File: config.mk
export PLATFORM = sky130hd
export DESIGN_NAME = cache_fill_fsm
export DESIGN_NICKNAME = d
export VERILOG_FILES = /design/src/rtl/cache_fill_fsm_pkg.sv /design/src/rtl/cache_fill_fsm.sv
export SDC_FILE = /design/constraint.sdc
export NUM_CORES = 1
export LEC_CHECK = 0
export BUFFER_PORTS_ARGS = -buffer_cell sky130_fd_sc_hd__buf_2
export CORE_ASPECT_RATIO = 1.25
export CORE_MARGIN = 2
export CORE_UTILIZATION = 39
export DETAILED_ROUTE_END_ITERATION = 7
export PLACE_DENSITY_LB_ADDON = 0.3
export SETUP_SLACK_MARGIN = 0.3
export SYNTH_ARGS = -nofsm -noshare
export SYNTH_HDL_FRONTEND = slang
export SYNTH_SLANG_ARGS = --single-unit
File: constraint.sdc
create_clock -name clk -period 1.95 [get_ports clk]
set_clock_uncertainty 0.2 [all_clocks]
set_input_delay 0.195 -clock clk [delete_from_list [all_inputs] [get_ports clk]]
set_output_delay 0.195 -clock clk [all_outputs]
set_load 0.05 [all_outputs]
File: src/rtl/cache_fill_fsm_pkg.sv
// Shared cache definitions: fill FSM states and block geometry.
// Reused by the cache controllers, the tag array and the fill FSM.
package cache_fill_fsm_pkg;

    localparam int unsigned BLOCK_WORDS       = 8;
    localparam int unsigned BLOCK_OFFSET_BITS = 4;
    localparam int unsigned WORD_IDX_BITS     = 3;

    typedef enum logic [1:0] {
        IDLE  = 2'd0,
        ISSUE = 2'd1,
        DRAIN = 2'd2
    } fill_state_e;

endpackage

File: src/rtl/cache_fill_fsm.sv
// Cache miss fill initiator.
// On a miss, issues BLOCK_WORDS back-to-back word reads for the 16-byte block,
// writes each returning word into the data array and writes the tag with the
// last word. While idle it forwards single-cycle store write-throughs.
// Ports:
//   clk, rst_n                 clock, async active-low reset
//   miss_detected/miss_address miss request (level, sampled in IDLE)
//   store_req/addr/data        write-through request (level, sampled in IDLE)
//   mem_data_out/valid         read return from memory
//   mem_en/wr/addr/wdata       memory command (combinational from state/inputs)
//   fsm_busy, store_ack        pipeline stall, store accepted this cycle
//   write_data_array, write_tag_array, fill_word_idx, fill_data  array writes
module cache_fill_fsm #(
    parameter int unsigned ADDR_WIDTH  = 16,
    parameter int unsigned BLOCK_WORDS = cache_fill_fsm_pkg::BLOCK_WORDS,
    parameter int unsigned MEM_LATENCY = 4
) (
    input  logic                  clk,
    input  logic                  rst_n,
    input  logic                  miss_detected,
    input  logic [ADDR_WIDTH-1:0] miss_address,
    input  logic                  store_req,
    input  logic [ADDR_WIDTH-1:0] store_addr,
    input  logic [15:0]           store_data,
    input  logic [15:0]           mem_data_out,
    input  logic                  mem_data_valid,
    output logic                  mem_en,
    output logic                  mem_wr,
    output logic [ADDR_WIDTH-1:0] mem_addr,
    output logic [15:0]           mem_wdata,
    output logic                  fsm_busy,
    output logic                  store_ack,
    output logic                  write_data_array,
    output logic                  write_tag_array,
    output logic [2:0]            fill_word_idx,
    output logic [15:0]           fill_data
);

    import cache_fill_fsm_pkg::*;

    localparam int unsigned AGE_BITS = 3;
    localparam logic [WORD_IDX_BITS-1:0] LAST_IDX   = WORD_IDX_BITS'(BLOCK_WORDS - 1);
    localparam logic [ADDR_WIDTH-1:0]    BLOCK_MASK = ~ADDR_WIDTH'(2**BLOCK_OFFSET_BITS - 1);

    fill_state_e               state_q, state_d;
    logic [ADDR_WIDTH-1:0]     base_q, base_d;
    logic [WORD_IDX_BITS-1:0]  issue_cnt_q, issue_cnt_d;
    logic [WORD_IDX_BITS-1:0]  rcv_cnt_q, rcv_cnt_d;
    logic [AGE_BITS-1:0]       rst_age_q;

    // State, block base and counters
    always_ff @(posedge clk or negedge rst_n) begin
        if (!rst_n) begin
            state_q     <= IDLE;
            base_q      <= '0;
            issue_cnt_q <= '0;
            rcv_cnt_q   <= '0;
        end else begin
            state_q     <= state_d;
            base_q      <= base_d;
            issue_cnt_q <= issue_cnt_d;
            rcv_cnt_q   <= rcv_cnt_d;
        end
    end

    // Cycles since reset release, saturating; lets late read returns of an
    // abandoned fill drain out after a reset
    always_ff @(posedge clk or negedge rst_n) begin
        if (!rst_n) begin
            rst_age_q <= '0;
        end else if (rst_age_q != {AGE_BITS{1'b1}}) begin
            rst_age_q <= rst_age_q + AGE_BITS'(1);
        end
    end

    // Next state and outputs; everything is held at 0 while reset is asserted
    always_comb begin
        state_d          = state_q;
        base_d           = base_q;
        issue_cnt_d      = issue_cnt_q;
        rcv_cnt_d        = rcv_cnt_q;
        mem_en           = 1'b0;
        mem_wr           = 1'b0;
        mem_addr         = '0;
        mem_wdata        = '0;
        fsm_busy         = 1'b0;
        store_ack        = 1'b0;
        write_data_array = 1'b0;
        write_tag_array  = 1'b0;
        fill_word_idx    = '0;
        fill_data        = '0;

        if (rst_n) begin
            case (state_q)
                IDLE: begin
                    // A miss wins over a simultaneous store
                    if (miss_detected) begin
                        base_d      = miss_address & BLOCK_MASK;
                        issue_cnt_d = '0;
                        rcv_cnt_d   = '0;
                        state_d     = ISSUE;
                    end else if (store_req) begin
                        mem_en    = 1'b1;
                        mem_wr    = 1'b1;
                        mem_addr  = store_addr;
                        mem_wdata = store_data;
                        store_ack = 1'b1;
                    end
                end
                ISSUE: begin
                    // Word offset is OR-ed in, so no carry leaves the block
                    mem_en   = 1'b1;
                    mem_addr = base_q | ADDR_WIDTH'({issue_cnt_q, 1'b0});
                    if (issue_cnt_q == LAST_IDX) begin
                        state_d = DRAIN;
                    end else begin
                        issue_cnt_d = issue_cnt_q + WORD_IDX_BITS'(1);
                    end
                end
                DRAIN: begin
                end
                default: begin
                    state_d = IDLE;
                end
            endcase

            // Receive path: returns may overlap the issue phase
            if (state_q != IDLE) begin
                fsm_busy = 1'b1;
                if (mem_data_valid) begin
                    write_data_array = 1'b1;
                    fill_word_idx    = rcv_cnt_q;
                    fill_data        = mem_data_out;
                    if (rcv_cnt_q == LAST_IDX) begin
                        write_tag_array = 1'b1;
                        state_d         = IDLE;
                    end else begin
                        rcv_cnt_d = rcv_cnt_q + WORD_IDX_BITS'(1);
                    end
                end
            end
        end
    end

    // Read data in IDLE is only legal as leftovers of a fill cut by reset
    a_no_stray_valid: assert property (@(posedge clk) disable iff (!rst_n)
        (state_q == IDLE && mem_data_valid) |-> (32'(rst_age_q) < MEM_LATENCY));

    // Cannot receive more words than were requested
    a_rcv_le_issue: assert property (@(posedge clk) disable iff (!rst_n)
        (state_q == ISSUE) |-> (rcv_cnt_q <= issue_cnt_q));

endmodule
==> metrics.md <==
| Metric | Value |
|---|---|
| Tightest Pin Transition | 0.253 ns |
| Area contributors post-synth | dfrtp_1 (32%), and2_1 (15%), mux2_2 (8.8%), a22oi_2 (7.3%), buf_6 (3.6%) |
| Share of the synthesized area in the top cell type | 0.324 |
| Post-route core utilization | 0.888 |
| Main synth FF type | dfrtp_1 |
| Worst setup margin | -0.0911 ns |
| Clock Tree Root | clkbuf_8 |
| Pleak | 0.00153 uW |
| Slew Limit Fails | 0 |
| Reg clk slew, reported paths | 0.08 ns |
| Pwr Density | 749 mW/mm^2 |
| Fin. Hold Viols | 0 |
| Tot GR Track Use | 0.259 |
| CP max FO | 19 |
| Die ar. | 0.00448 mm^2 |
| Seq/Total Area, Yosys | 0.324 |
| CTS sink cnt | 20 |
| R2R cell count | 6 |
| Cells on Worst Hold Path | 3 |
| Initial core utilization | 0.408 |
| Drt first pass iters | 4 |
| Post-Syn Nets | 223 |
| GRT overflow | 0 |
| DRT Wirelength | 6110 um |
| Max-cap viol count | 0 |
| Synth top cells by count | and2_1 (37), dfrtp_1 (20), mux2_2 (12) |
| First-pass GRT wire length | 8600 um |
| Hold crit path type | in -> reg |
| Final setup TNS | -2.50 ns |
| Port Buf Inserts | 121 |
| Cell taking the most area after synthesis | dfrtp_1 |
| Antenna diode count | 0 |
| Final Critical Period | 2.04 ns |
| Synthesized cell area | 0.00154 mm^2 |
| Relative slew slack | 0.830 |
| Routed vias/inst | 4.92 |
| Row cnt | 25 |
| Largest net degree at the start of global routing | 20 |
| Via count | 1741 |
| Chip Width | 60.3 um |
| Residual DRC count | 0 |
| Max rail drop VDD | 0.603 mV |
| Final setup fails | 44 |
| Fmax | 490 MHz |
| Vias in the first global route | 1808 |
| Final nets | 374 |
| FILL cells | 165 |
| WS Path Type | reg -> out |
| DP Wirelength | 3250 um |
| Placer Congestion | 0.716 |
| Worst Path Required | 1.55 ns |
| CTS H-tree depth | 1 |
| Failing checks | negative setup slack |
| Initial antenna violation count | 0 |
| Netlist cell types | 29 |
| Wire length per cell | 17.2 um |
| Max Buffers Root-to-Sink | 2 |
| RSZ-0062 raised after global routing | true |
| CTS tree | built |
| Yosys reg bits | 20 |
| Ys Warns | 0 |
| Clock Latency Late Sink | 0.26 ns |
| Setup crit end kind | output port |
| Asr flop ratio synth | 1.00 |
| Most numerous cell in the Yosys netlist | and2_1 |
| Syn_area_per_cell | 10.3 um^2 |
| CTS Buf Count | 3 |
| Share of cells above drive strength 1 | 0.817 |
| Final ANT Viol Nets | 0 |
| CP startpoint kind | register |
| Worst EP arrival | 1.65 ns |
| Die height | 74.3 um |
| Period utilisation layout | 1.05 |
| Post-synth EDFFs | 0 |
| # IOs | 126 |
| Status | complete, but fails checks |
| Synth Instances | 150 |
| DP Worst Slack | 0.102 ns |
| Core box area | 0.00378 mm^2 |
| Area grow syn2layout | 118% |
| Iter 0 DRT Violations | 43 |
## worst paths after layout
| check | start | end | slack (ns) |
|---|---|---|---|
| max in group asynchronous | rst_n | base_q[12]$_DFFE_PN0P_ | 0.88 |
| setup reg to reg | state_q[1]$_DFFE_PN0P_ | base_q[9]$_DFFE_PN0P_ | -0.04 |
| min in group asynchronous | rst_n | state_q[1]$_DFFE_PN0P_ | 0.20 |
| setup / recovery | state_q[1]$_DFFE_PN0P_ | mem_wdata[6] | -0.09 |
| hold reg to reg | base_q[14]$_DFFE_PN0P_ | base_q[14]$_DFFE_PN0P_ | 0.33 |
| hold / removal | mem_data_valid | state_q[1]$_DFFE_PN0P_ | 0.1 |
## timing repair
action,4_1_cts,5_1_grt
gates resized for setup,166,17
setup buffers,9,1
cloned,1,1
endpoints found under the setup margin,75,77
pin swaps,9,1
endpoints found under the hold margin,32,0
hold buffers,13,0
## through the flow
| step | area (um^2) | hold slack (ns) | std cells | power (uW) |
|---|---|---|---|---|
| floorplan | 1740 | -0.301 | 150 | 1550 |
| global placement | 2430 | -0.166 | 325 | 1770 |
| detailed placement | 2430 | -0.163 | 325 | 1810 |
| CTS | 3270 | 0.0965 | 352 | 2420 |
| global route | 3360 | 0.0956 | 354 | 2630 |
| finish | 3360 | 0.0957 | 354 | 2520 |
## state kept, by name (all words and copies together), names as in the netlist
name	count
state_q	2
issue_cnt_q	3
rcv_cnt_q	3
base_q	12
## metal layers
layer / GRT usage / routed length, um / vias to the layer above / share of wire
met1: 0.265 / 2000 / 823 / 0.33
met3: 0.0487 / 479 / 10 / 0.078
met5: 0 / 0 / - / 0
met4: 0.0667 / 104 / 0 / 0.017
li1: - / - / 809 / -
met2: 0.521 / 3520 / 99 / 0.58
## worst max-delay path, cell delays in order (launching register included)
cell	delay, ns
dfrtp_2	0.45
nand2b_4	0.18
nor4b_4	0.26
buf_12	0.18
and2_2	0.17
buf_8	0.14
## where the power goes
group	switching [uW]	internal [uW]
sequential	167	600
combinational	692	737
clock	141	180
## logic make-up after synthesis
family                     Yosys count  synth area share
and+or+nand+nor                     72             0.306
DFF                                 20             0.324
buffers and inverters               15            0.0689
muxes                               18             0.136
adders and majority gates            4            0.0324
AOI/OAI and AO/OA                   21             0.133
## layout by cell type, fill, tap and decap left out, drive strengths merged
master | netlist | layout
a21oi | 1 | 1
a22o | 2 | 2
a22oi | 15 | 15
and2 | 37 | 37
and2b | 1 | 1
and4bb | 1 | 1
buf | 9 | 143
clkbuf | 2 | 5
dfrtp | 20 | 20
dlygate4sd3 | 0 | 13
ha | 4 | 4
inv | 4 | 4
mux2 | 15 | 15
mux2i | 3 | 3
nand2 | 4 | 4
nand2b | 3 | 3
nor2 | 19 | 19
nor2b | 4 | 4
nor4b | 2 | 2
o211a | 1 | 1
o21ai | 1 | 1
o22ai | 1 | 1
or2 | 1 | 1
## final cells by class
class / instances / area, um^2 / share of cell area
inverter: 4 / 15.0 / 0.00447
clock buffer: 4 / 55.1 / 0.0164
tap: 54 / 67.6 / 0.0201
multi-input combinational: 115 / 1200 / 0.356
sequential: 20 / 503 / 0.150
timing repair buffer: 157 / 1520 / 0.453
(Power assumes the default switching activity.)
